`src/rtl/interp_param.sv`:
```
// interp_param: ZOH / linear sample-rate interpolator, one output per clock, R = 2^RATIO_LOG2 clocks per input sample
//   clock, reset (sync, active-low)
//   mode        0 = ZOH, 1 = linear; taken at segment boundaries
//   clr_flags   clears underrun/overrun (a same-cycle set wins)
//   in_valid/in_data/in_ready   sample input through a 1-deep holding register
//   out_data/out_valid/seg_start   registered output, seg_start marks phase 0
//   underrun/overrun   sticky error flags
module interp_param #(
  parameter int WIDTH      = 20,
  parameter int RATIO_LOG2 = 6
) (
  input  logic             clock,
  input  logic             reset,
  input  logic             mode,
  input  logic             clr_flags,
  input  logic             in_valid,
  input  logic [WIDTH-1:0] in_data,
  output logic             in_ready,
  output logic [WIDTH-1:0] out_data,
  output logic             out_valid,
  output logic             seg_start,
  output logic             underrun,
  output logic             overrun
);
  localparam int L  = RATIO_LOG2;
  localparam int AW = WIDTH + L + 1;
  typedef enum logic {IDLE, RUN} state_t;
  state_t state_q, state_d;
  logic [L-1:0] phase_q, phase_d;
  logic [WIDTH-1:0] prev_q, prev_d, cur_q, cur_d, hold_q, hold_d, out_data_q, out_data_d;
  logic [WIDTH:0] diff_q, diff_d;
  logic [AW-1:0] acc_q, acc_d;
  logic mode_q, mode_d, hold_v_q, hold_v_d;
  logic out_valid_q, seg_start_q, underrun_q, overrun_q;
  logic boundary, take;
  assign boundary  = (state_q == RUN) && (&phase_q);
  assign in_ready  = !hold_v_q || boundary;
  assign take      = in_valid && in_ready && (state_q == RUN);
  assign out_data  = out_data_q;
  assign out_valid = out_valid_q;
  assign seg_start = seg_start_q;
  assign underrun  = underrun_q;
  assign overrun   = overrun_q;
  // acc holds prev*R + k*diff, so its upper WIDTH bits are the floored ramp value
  always_comb begin
    state_d  = state_q;
    phase_d  = phase_q;
    prev_d   = prev_q;
    cur_d    = cur_q;
    diff_d   = diff_q;
    acc_d    = acc_q;
    mode_d   = mode_q;
    hold_d   = take ? in_data : hold_q;
    hold_v_d = take || (hold_v_q && !boundary);
    if (state_q == IDLE) begin
      if (in_valid) begin
        state_d = RUN;
        phase_d = '0;
        prev_d  = in_data;
        cur_d   = in_data;
        diff_d  = '0;
        acc_d   = {in_data[WIDTH-1], in_data, {L{1'b0}}};
        mode_d  = mode;
      end
    end else begin
      phase_d = phase_q + L'(1);
      if (boundary) begin
        prev_d = cur_q;
        cur_d  = hold_v_q ? hold_q : cur_q;
        diff_d = hold_v_q ? {hold_q[WIDTH-1], hold_q} - {cur_q[WIDTH-1], cur_q} : '0;
        acc_d  = {cur_q[WIDTH-1], cur_q, {L{1'b0}}};
        mode_d = mode;
      end else begin
        acc_d = acc_q + {{L{diff_q[WIDTH]}}, diff_q};
      end
    end
    out_data_d = (state_d == RUN) ? (mode_d ? acc_d[AW-2:L] : cur_d) : '0;
  end
  always_ff @(posedge clock) begin
    if (!reset) begin
      state_q     <= IDLE;
      phase_q     <= '0;
      prev_q      <= '0;
      cur_q       <= '0;
      diff_q      <= '0;
      acc_q       <= '0;
      mode_q      <= 1'b0;
      hold_q      <= '0;
      hold_v_q    <= 1'b0;
      out_data_q  <= '0;
      out_valid_q <= 1'b0;
      seg_start_q <= 1'b0;
      underrun_q  <= 1'b0;
      overrun_q   <= 1'b0;
    end else begin
      state_q     <= state_d;
      phase_q     <= phase_d;
      prev_q      <= prev_d;
      cur_q       <= cur_d;
      diff_q      <= diff_d;
      acc_q       <= acc_d;
      mode_q      <= mode_d;
      hold_q      <= hold_d;
      hold_v_q    <= hold_v_d;
      out_data_q  <= out_data_d;
      out_valid_q <= state_d == RUN;
      seg_start_q <= (state_d == RUN) && (phase_d == '0);
      underrun_q  <= (boundary && !hold_v_q) || (underrun_q && !clr_flags);
      overrun_q   <= (in_valid && !in_ready) || (overrun_q && !clr_flags);
    end
  end
endmodule

```
`config.mk`:
```
export PLATFORM = sky130hd
export DESIGN_NAME = interp_param
export DESIGN_NICKNAME = d
export VERILOG_FILES = /design/src/rtl/interp_param.sv
export SDC_FILE = /design/constraint.sdc
export NUM_CORES = 1
export LEC_CHECK = 0
export BUFFER_PORTS_ARGS = -buffer_cell sky130_fd_sc_hd__buf_4
export CELL_PAD_IN_SITES_DETAIL_PLACEMENT = 1
export CELL_PAD_IN_SITES_GLOBAL_PLACEMENT = 2
export CORE_MARGIN = 2
export CORE_UTILIZATION = 41
export CTS_BUF_LIST = sky130_fd_sc_hd__clkbuf_4
export DETAILED_ROUTE_END_ITERATION = 8
export GPL_TIMING_DRIVEN = 0
export HOLD_SLACK_MARGIN = 0.08
export PLACE_DENSITY_LB_ADDON = 0.1
export SETUP_SLACK_MARGIN = 0.4
export SLEW_MARGIN = 0
export SYNTH_ARGS = -nofsm -noshare
export SYNTH_HDL_FRONTEND = slang
export SYNTH_SLANG_ARGS = --single-unit
export TNS_END_PERCENT = 5
```
`constraint.sdc`:
```
create_clock -name clock -period 8.5 [get_ports clock]
set_input_delay 2.125 -clock clock [delete_from_list [all_inputs] [get_ports clock]]
set_output_delay 2.125 -clock clock [all_outputs]
set_load 0.03 [all_outputs]
```
# Word-level counts from Yosys, hierarchy flattened
# Cells that the tools add are included.
dict set report totals {
  inputBits 25
  regBits 120
  word_cells 58
}
dict set report classes {
  eq_ne 1
  n_reduce_logical 22
  mux 19
  add_sub_neg 3
}
# op n
set ops {}
lappend ops {{2-to-1 mux 20 bit} 5}
lappend ops {{2-to-1 mux 21 bit} 4}
lappend ops {{2-to-1 mux 27 bit} 3}
lappend ops {{adder 27 bit} 1}
lappend ops {{subtractor 20 x 20 -> 21 bit} 1}
lappend ops {{2-to-1 mux 6 bit} 2}
lappend ops {{logical AND 1 bit} 9}
lappend ops {{adder 6 x 1 -> 6 bit, second input constant} 1}
lappend ops {{logical NOT 6 bit} 1}
lappend ops {{AND reduction 6 bit} 1}
lappend ops {{2-to-1 mux 1 bit} 5}
lappend ops {{logical NOT 1 bit} 4}
lappend ops {{logical OR 1 bit} 4}
lappend ops {{AND reduction 2 bit} 2}
lappend ops {{!= test 2 x 1 -> 1 bit, second input constant} 1}
lappend ops {{nonzero test 2 bit} 1}

# Depth between registers and ports, before layout
# Gate-level depths: netlist of run 1.
dict set report depth {
  ltp_word 6
  mapped_depth 13
  ltp_nobuf 13
}

# Worst setup path before layout of run 1
# OpenSTA, ideal clock, no wires.
dict set report synth_path {
  path_kind {in2reg}
  from {in in_valid}
  to {reg out_data_q[14] (netlist: out_data[14])}
  slack_ns 4.808
  stages 7
  t_arrival_ns 3.577
  required_ns 8.384
  setup_time_ns 0.116
  cell_sequence {nor2b_1 > clkbuf_1 > a21oi_1 > mux2i_1 > clkbuf_1 > nand2_1 > and3_1}
}
dict set report synth_via {
  elab_chain_len 3
}
# item line
set synth_rtl {}
lappend synth_rtl {{start: declaration} 16} ;# input logic in_valid,
lappend synth_rtl {{2-to-1 mux 20 bit (tied with other cells)} 56} ;# if (in_valid) begin
lappend synth_rtl {{2-to-1 mux 20 bit (tied with other cells)} 55} ;# if (state_q == IDLE) begin
lappend synth_rtl {{2-to-1 mux 20 bit or AND reduction 2 bit (tied branches)} -}
lappend synth_rtl {{end signal: assignment} 105} ;# out_data_q <= out_data_d;
lappend synth_rtl {{end: declaration} 30} ;# logic [WIDTH-1:0] prev_q, prev_d, cur_q, cur_d, hold_q, hold_d, out_data_q, out_data_d;
# Several ways; a longest one is shown, not always the timed one. The select of a mux whose other input is x is not followed.
# A chain may end at the register's enable or synchronous reset.

==> results of run 1 <==
[per-stage QoR]
step                cell area [µm²]  hold WS [ps]
finish                         7910           473
global route                   7910           497
CTS                            7910           478
detailed placement             7610           461
global placement               7610           448
floorplan                      6970           432
[final timing paths]
check / start / to / slack (ps) / cells after the start
max: out_valid / in_ready / 4050 / 4
min: diff_q[13] / diff_q[13] / 470 / 2
max reg2reg: phase_q[0] / out_data[11] / 5110 / 8
min reg2reg: diff_q[13] / diff_q[13] / 470 / 2
[where the power goes]
group	switching [mW]	total (mW)	leakage, nW	internal (mW)
registers	0.0234	0.607	0.972	0.584
logic	0.192	0.300	2.23	0.108
clock network	0.238	0.446	0.152	0.208
total	0.453	1.35	3.36	0.900
[layer usage]
metal  wire length [µm]  GRT usage, %  vias up
met5                  0             0        -
met2              11900          46.4      250
li1                   -             -     3271
met4                522          9.12        0
met3               1930          6.73       31
met1              12200          41.6     3409
[critical path, stage by stage (launching register included)]
cell and delay, ps:
dfxtp_1 460, clkbuf_1 530, nand2_1 390, nand2_1 220
buf_4 180
[logic make-up after synthesis]
logic type | Yosys count
mux | 11
buf+inv | 93
compound gates | 302
simple gates | 262
fa+ha+maj | 48
xor+xnor | 40
flops | 119
[layout by cell type, fill, tap and decap left out, drive strengths merged, types with 20 or more instances in the layout]
| cell | n |
|---|---|
| dfxtp | 119 |
| a21oi | 111 |
| nand2 | 99 |
| nor2 | 78 |
| clkbuf | 62 |
| buf | 56 |
| ha | 46 |
| o21ai | 44 |
| inv | 43 |
| a22oi | 23 |
| xnor2 | 21 |
| a21o | 20 |
[final cells by class]
| cell class | count | share of cell area, % |
|---|---|---|
| Multi-Input combinational cell | 663 | 53.6 |
| Sequential cell | 119 | 30.1 |
| Timing Repair Buffer | 48 | 4.55 |
| Tap cell | 220 | 3.48 |
| Buffer | 51 | 2.48 |
| Inverter | 42 | 1.99 |
| Clock inverter | 13 | 1.96 |
| Clock buffer | 19 | 1.80 |
| Antenna cell | 2 | 0.0633 |
[state kept, by name, indices dropped and copies added, names as in the netlist]
signal,count
acc_q,26
diff_q,21
cur_q,20
hold_q,20
out_data,20
phase_q,6
hold_v_q,1
mode_q,1
out_valid,1
overrun,1
seg_start,1
underrun,1
==> flow_summary_export.csv, run 1 <==
group,metric,value,unit
status,status,"finished, final reports clean",
floorplan,die_area,18100,µm²
worst_setup_path,critPathRequiredTime,6380,ps
synthesis,yosysMostFrequentCell,"dfxtp_1",
clocking,clock_latency,560,ps
sta,max_freq,0.225,GHz
global_routing,overflow,0,
synthesis,yosysWarnings,0,
worst_setup_path,worst-setup-path-type,"flop to output pin",
synthesis,synth_top_family_by_area,"compound AO/OA/AOI/OAI gates",
clocking,h-tree-depth,4,
synthesis,synthAdderAreaFrac,8.83,%
synthesis,ys_seq_area_share,34.2,%
floorplan,die_w,134,µm
synthesis,synth-compound-area-share,28.3,%
clocking,numCtsBuffers,17,
global_routing,grt_first_pass_wirelength,40700,µm
routing,drt-total-wl,26600,µm
synthesis,synth_xor_xnor_area_share,5.02,%
synthesis,synth_nets,948,
synthesis,synthArstFlopShare,0,%
global_routing,grt_max_degree,17,
worst_hold_path,hold_class,"flop to flop",
clocking,postCtsHoldBufs,0,
sta,fin_worst_skew,22.5,ps
layout,fin_cells,1177,
layout,seqCellArea,2380,µm²
layout,multi_input_area,4240,µm²
synthesis,synth_mux_area_share,1.61,%
layout,n_fill_cell,2118,
floorplan,core_area,16600,µm²
clocking,root_buffer,"clkbuf_4",
routing,vias_per_cell,5.91,
synthesis,yosysUniqueCellTypes,61,
layout,final_nets,1015,
routing,drt_iter0_drc,540,
sta,rsz0062_at_grt,"no",
sta,setup_slack,4050,ps
synthesis,synth.largest_area_cell,"dfxtp_1",
floorplan,rows,47,
floorplan,initial_core_util,42.0,%
sta,setup_viol,0,
worst_setup_path,cp.arrival,2320,ps
place,portBuffers,48,
routing,drt-pass1-iter-count,6,
place,dp.cells,1143,
routing,num_vias,6961,
floorplan,io_pins,50,
synthesis,synth_area,6970,µm²
routing,detail-route-antenna-nets,0,
synthesis,synth_area_leaders,"dfxtp_1 34%, ha_1 8.3%, a21oi_1 7.9%",
clocking,clkTransAtPathRegs,110,ps
routing,remaining_drc_errors,0,
floorplan,die_height,134,µm
place,dp.final_hpwl,20300,µm
worst_setup_path,critical_path_peak_fanout,10,
synthesis,yosys-top-cells-count,"119 x dfxtp_1, 110 x a21oi_1, 99 x nand2_1, 78 x nor2_1, 46 x ha_1",
pwr,p_leak,3.36,nW
sta,max_slew_margin,42.1,%
place,gp_congestion,0.914,
sta,finalSetupTns,0,ps
clocking,cts.sinks,119,
run,maxCapViolations,0,
synthesis,synthFlopType,"dfxtp_1",
synthesis,synth_seq_cells,119,
synthesis,yosys.area_share.simple,17.0,%
worst_setup_path,startpoint_type,"flop",
layout,fin_util,47.7,%
layout,drive_gt1_share,10.3,%
clocking,cts_resized,0,
sta,slew_violations,0,
routing,wl_per_cell,22.6,µm
pwr,ir_worst_vdd,0.0879,mV
place,pre_cts_ws,3700,ps
sta,finalHoldViolations,0,
pwr,finalPower,1.35,mW
worst_setup_path,endpoint_kind,"output pin",
pwr,powerDensity,171,nW/µm²
layout,area_growth,13.5,%
synthesis,syn_area_per_cell,7.97,µm²
sta,period_share,52.3,%
clocking,tritoncts,"yes",
synthesis,syn_inst,875,
sta,fin_crit,4450,ps
sta,worst_pin_slew,869,ps
synthesis,synth-edff-count,0,
global_routing,antenna_found_initial,1,
global_routing,track_usage,30.0,%
synthesis,synth.top_cell.area_share,34.2,%
clocking,postCtsSetupRepairBufs,0,
clocking,cts_buffer_depth,2,
global_routing,grt_pass1_vias,7019,
(Power assumes the default switching activity.)
==> run 2: changes to the inputs <==
--- a/config.mk
+++ b/config.mk
@@ -5,11 +5,12 @@
 export SDC_FILE = /design/constraint.sdc
 export NUM_CORES = 1
 export LEC_CHECK = 0
+export ABC_AREA = 1
 export BUFFER_PORTS_ARGS = -buffer_cell sky130_fd_sc_hd__buf_4
 export CELL_PAD_IN_SITES_DETAIL_PLACEMENT = 1
 export CELL_PAD_IN_SITES_GLOBAL_PLACEMENT = 2
 export CORE_MARGIN = 2
-export CORE_UTILIZATION = 41
+export CORE_UTILIZATION = 34
 export CTS_BUF_LIST = sky130_fd_sc_hd__clkbuf_4
 export DETAILED_ROUTE_END_ITERATION = 8
 export GPL_TIMING_DRIVEN = 0
==> constraint.sdc (replaced) <==
create_clock -name clock -period 4.3 [get_ports clock]
set_input_delay 1.075 -clock clock [delete_from_list [all_inputs] [get_ports clock]]
set_output_delay 1.075 -clock clock [all_outputs]
set_load 0.03 [all_outputs]
==> run 2 against run 1 <==
Against the previous run: clock-buffer cell count fell by 1; hold slack improved by 6.6 ps; wire length rose by 17%; register-to-register slack lost 3400 ps; critical endpoint unchanged; largest power group unchanged.
==> flow_summary_export.csv, run 2 <==
group,metric,value,unit
layout,fin_cells,1705,
synthesis,yosys-top-cells-count,"352 x nand2_1, 211 x inv_1, 181 x a21oi_1, 119 x dfxtp_1, 117 x nand3_1",
sta,setup_slack,1090,ps
floorplan,core_area,23300,µm²
global_routing,grt_pass1_vias,8538,
clocking,tritoncts,"yes",
synthesis,synth_area_leaders,"dfxtp_1 30%, nand2_1 17%, a21oi_1 11%",
synthesis,synthFlopType,"dfxtp_1",
layout,final_common_cell,"nand2_1",
worst_setup_path,reg2reg_to,"out_data[11]",
place,pre_cts_ws,1340,ps
pwr,p_leak,4.52,nW
layout,top_register,"acc_q",
floorplan,die_w,157,µm
synthesis,synth-edff-count,0,
status,status,"finished, final reports clean",
routing,wl_per_cell,18.2,µm
routing,vias_per_cell,4.95,
synthesis,yosysUniqueCellTypes,34,
layout,largest_reg_flops,26,
synthesis,synth.largest_area_cell,"dfxtp_1",
sta,max_slew_margin,49.3,%
synthesis,synth_area,7980,µm²
worst_setup_path,r2r_setup_slack,1740,ps
worst_setup_path,critPathRequiredTime,3220,ps
place,place_area,8750,µm²
clocking,clkTransAtPathRegs,150,ps
worst_hold_path,min_to,"acc_q[0]",
clocking,numCtsBuffers,17,
global_routing,overflow,0,
routing,remaining_drc_errors,0,
pwr,finalPower,2.76,mW
floorplan,die_height,157,µm
worst_setup_path,reg2reg_depth,11,
sta,setup_viol,0,
synthesis,synthArstFlopShare,0,%
run,maxCapViolations,0,
place,dp.final_hpwl,26400,µm
synthesis,ys_seq_area_share,29.8,%
clocking,cts.sinks,119,
layout,top_regs,"acc_q x26, diff_q x21",
global_routing,grt_max_degree,17,
worst_hold_path,hold_class,"flop to flop",
sta,slew_violations,0,
layout,drive_gt1_share,8.09,%
sta,period_share,74.6,%
place,gp_congestion,0.929,
clocking,clock_latency,570,ps
layout,area_growth,13.1,%
layout,final_nets,1445,
routing,drt_iter0_drc,446,
clocking,postCtsHoldBufs,0,
global_routing,track_usage,26.1,%
floorplan,io_pins,50,
sta,rsz0062_at_grt,"no",
synthesis,yosysWarnings,0,
sta,finalHoldViolations,0,
pwr,powerDensity,305,nW/µm²
global_routing,antenna_found_initial,1,
routing,drt-total-wl,31000,µm
synthesis,synth_nets,1377,
clocking,cts_resized,0,
worst_setup_path,worst-setup-path-type,"flop to output pin",
place,dp.cells,1672,
floorplan,rows,56,
synthesis,yosysMostFrequentCell,"nand2_1",
sta,worst_pin_slew,761,ps
layout,final_area,9030,µm²
worst_setup_path,startpoint_type,"flop",
clocking,root_buffer,"clkbuf_4",
routing,detail-route-antenna-nets,0,
clocking,h-tree-depth,4,
global_routing,grt_first_pass_wirelength,48500,µm
sta,fin_crit,3210,ps
clocking,postCtsSetupRepairBufs,0,
synthesis,synth_seq_cells,119,
worst_setup_path,r2r_start,"phase_q[1]",
pwr,ir_worst_vdd,0.167,mV
worst_setup_path,critical_path_peak_fanout,6,
synthesis,synth.top_cell.area_share,29.8,%
clocking,cts_buffer_depth,2,
synthesis,syn_area_per_cell,6.12,µm²
routing,drt-pass1-iter-count,5,
sta,max_freq,0.312,GHz
floorplan,initial_core_util,34.3,%
floorplan,die_area,24700,µm²
worst_setup_path,cp.arrival,2130,ps
synthesis,syn_inst,1304,
place,portBuffers,49,
worst_hold_path,min_from,"acc_q[0]",
layout,mostFrequentLayoutCells,"352 x nand2_1, 211 x inv_1, 181 x a21oi_1",
routing,num_vias,8438,
worst_setup_path,endpoint_kind,"output pin",
sta,finalSetupTns,0,ps
worst_hold_path,hold_depth,2,
sta,fin_worst_skew,38.2,ps
-- run 2: cell types whose count changed after synthesis, sizes merged, moves of 13 or more --
cell,previous run,this run
nor2,78,92
a21o,20,2
xnor2,21,3
nor2b,19,1
nand3,13,118
o21ai,44,68
nand2,99,353
a31oi,13,0
a22oi,23,0
a211oi,16,0
a21oi,111,181
clkbuf,43,26
inv,42,213
-- run 2: worst max path at each step --
stage,from,end,slack [ps],cells after the start
3_5_place_dp,in_valid,out_data[19],1340,11
5_1_grt,phase_q[1],in_ready,930,6
6_report,phase_q[1],in_ready,1090,6
3_3_place_gp,in_valid,seg_start,1340,7
2_1_floorplan,out_valid,in_ready,1940,4
4_1_cts,phase_q[1],in_ready,1040,6
-- run 2: logic make-up (layout without fill, tap and decap cells) --
group	count (synthesis)	in the layout	share of synthesized area (%)
other	0	1	0
xor gates and xnor gates	11	11	1.21
AOI/OAI and AO/OA	262	262	16.8
buffers and inverters	256	337	12.4
adders and majority gates	48	48	7.71
DFF	119	119	29.8
and+or+nand+nor	608	608	32.0
-- run 2: worst max-delay path, cell delays in order (launching register included) --
cell	delay (ps)
dfxtp_1	400
ha_1	170
inv_1	60
nor3_2	220
nand3_2	240
nand2_1	270
buf_4	200
-- run 2: final cells by class --
class	instances	area [µm²]
clock buffer	18	135
multi-input combinational	929	4610
inverter	213	800
tap	319	399
clock inverter	14	140
fill	3194	14200
antenna	1	2.50
buffer	43	188
sequential	119	2380
timing repair buffer	49	368
-- run 2: per-stage QoR --
| step | util [%] | hold slack (ps) |
|---|---|---|
| 2_1_floorplan | - | 445 |
| 3_3_place_gp | 37.6 | 457 |
| 3_5_place_dp | 37.6 | 462 |
| 4_1_cts | 38.8 | 481 |
| 5_1_grt | 38.8 | 505 |
| 6_report | 38.8 | 480 |
-- run 2: metal layers --
metal  GRT usage, %  vias to the layer above  part of all wire (%)
li1               -                     4330                     -
met1           35.3                     3977                    48
met2           45.5                      115                    48
met3           2.40                       16                   2.8
met4           5.06                        0                  0.95
met5              0                        -                     0
-- run 2: where the power goes --
group | internal (mW) | leakage [nW] | switching [mW]
clock | 0.309 | 0.147 | 0.520
combinational | 0.233 | 3.41 | 0.499
sequential | 1.16 | 0.972 | 0.0365
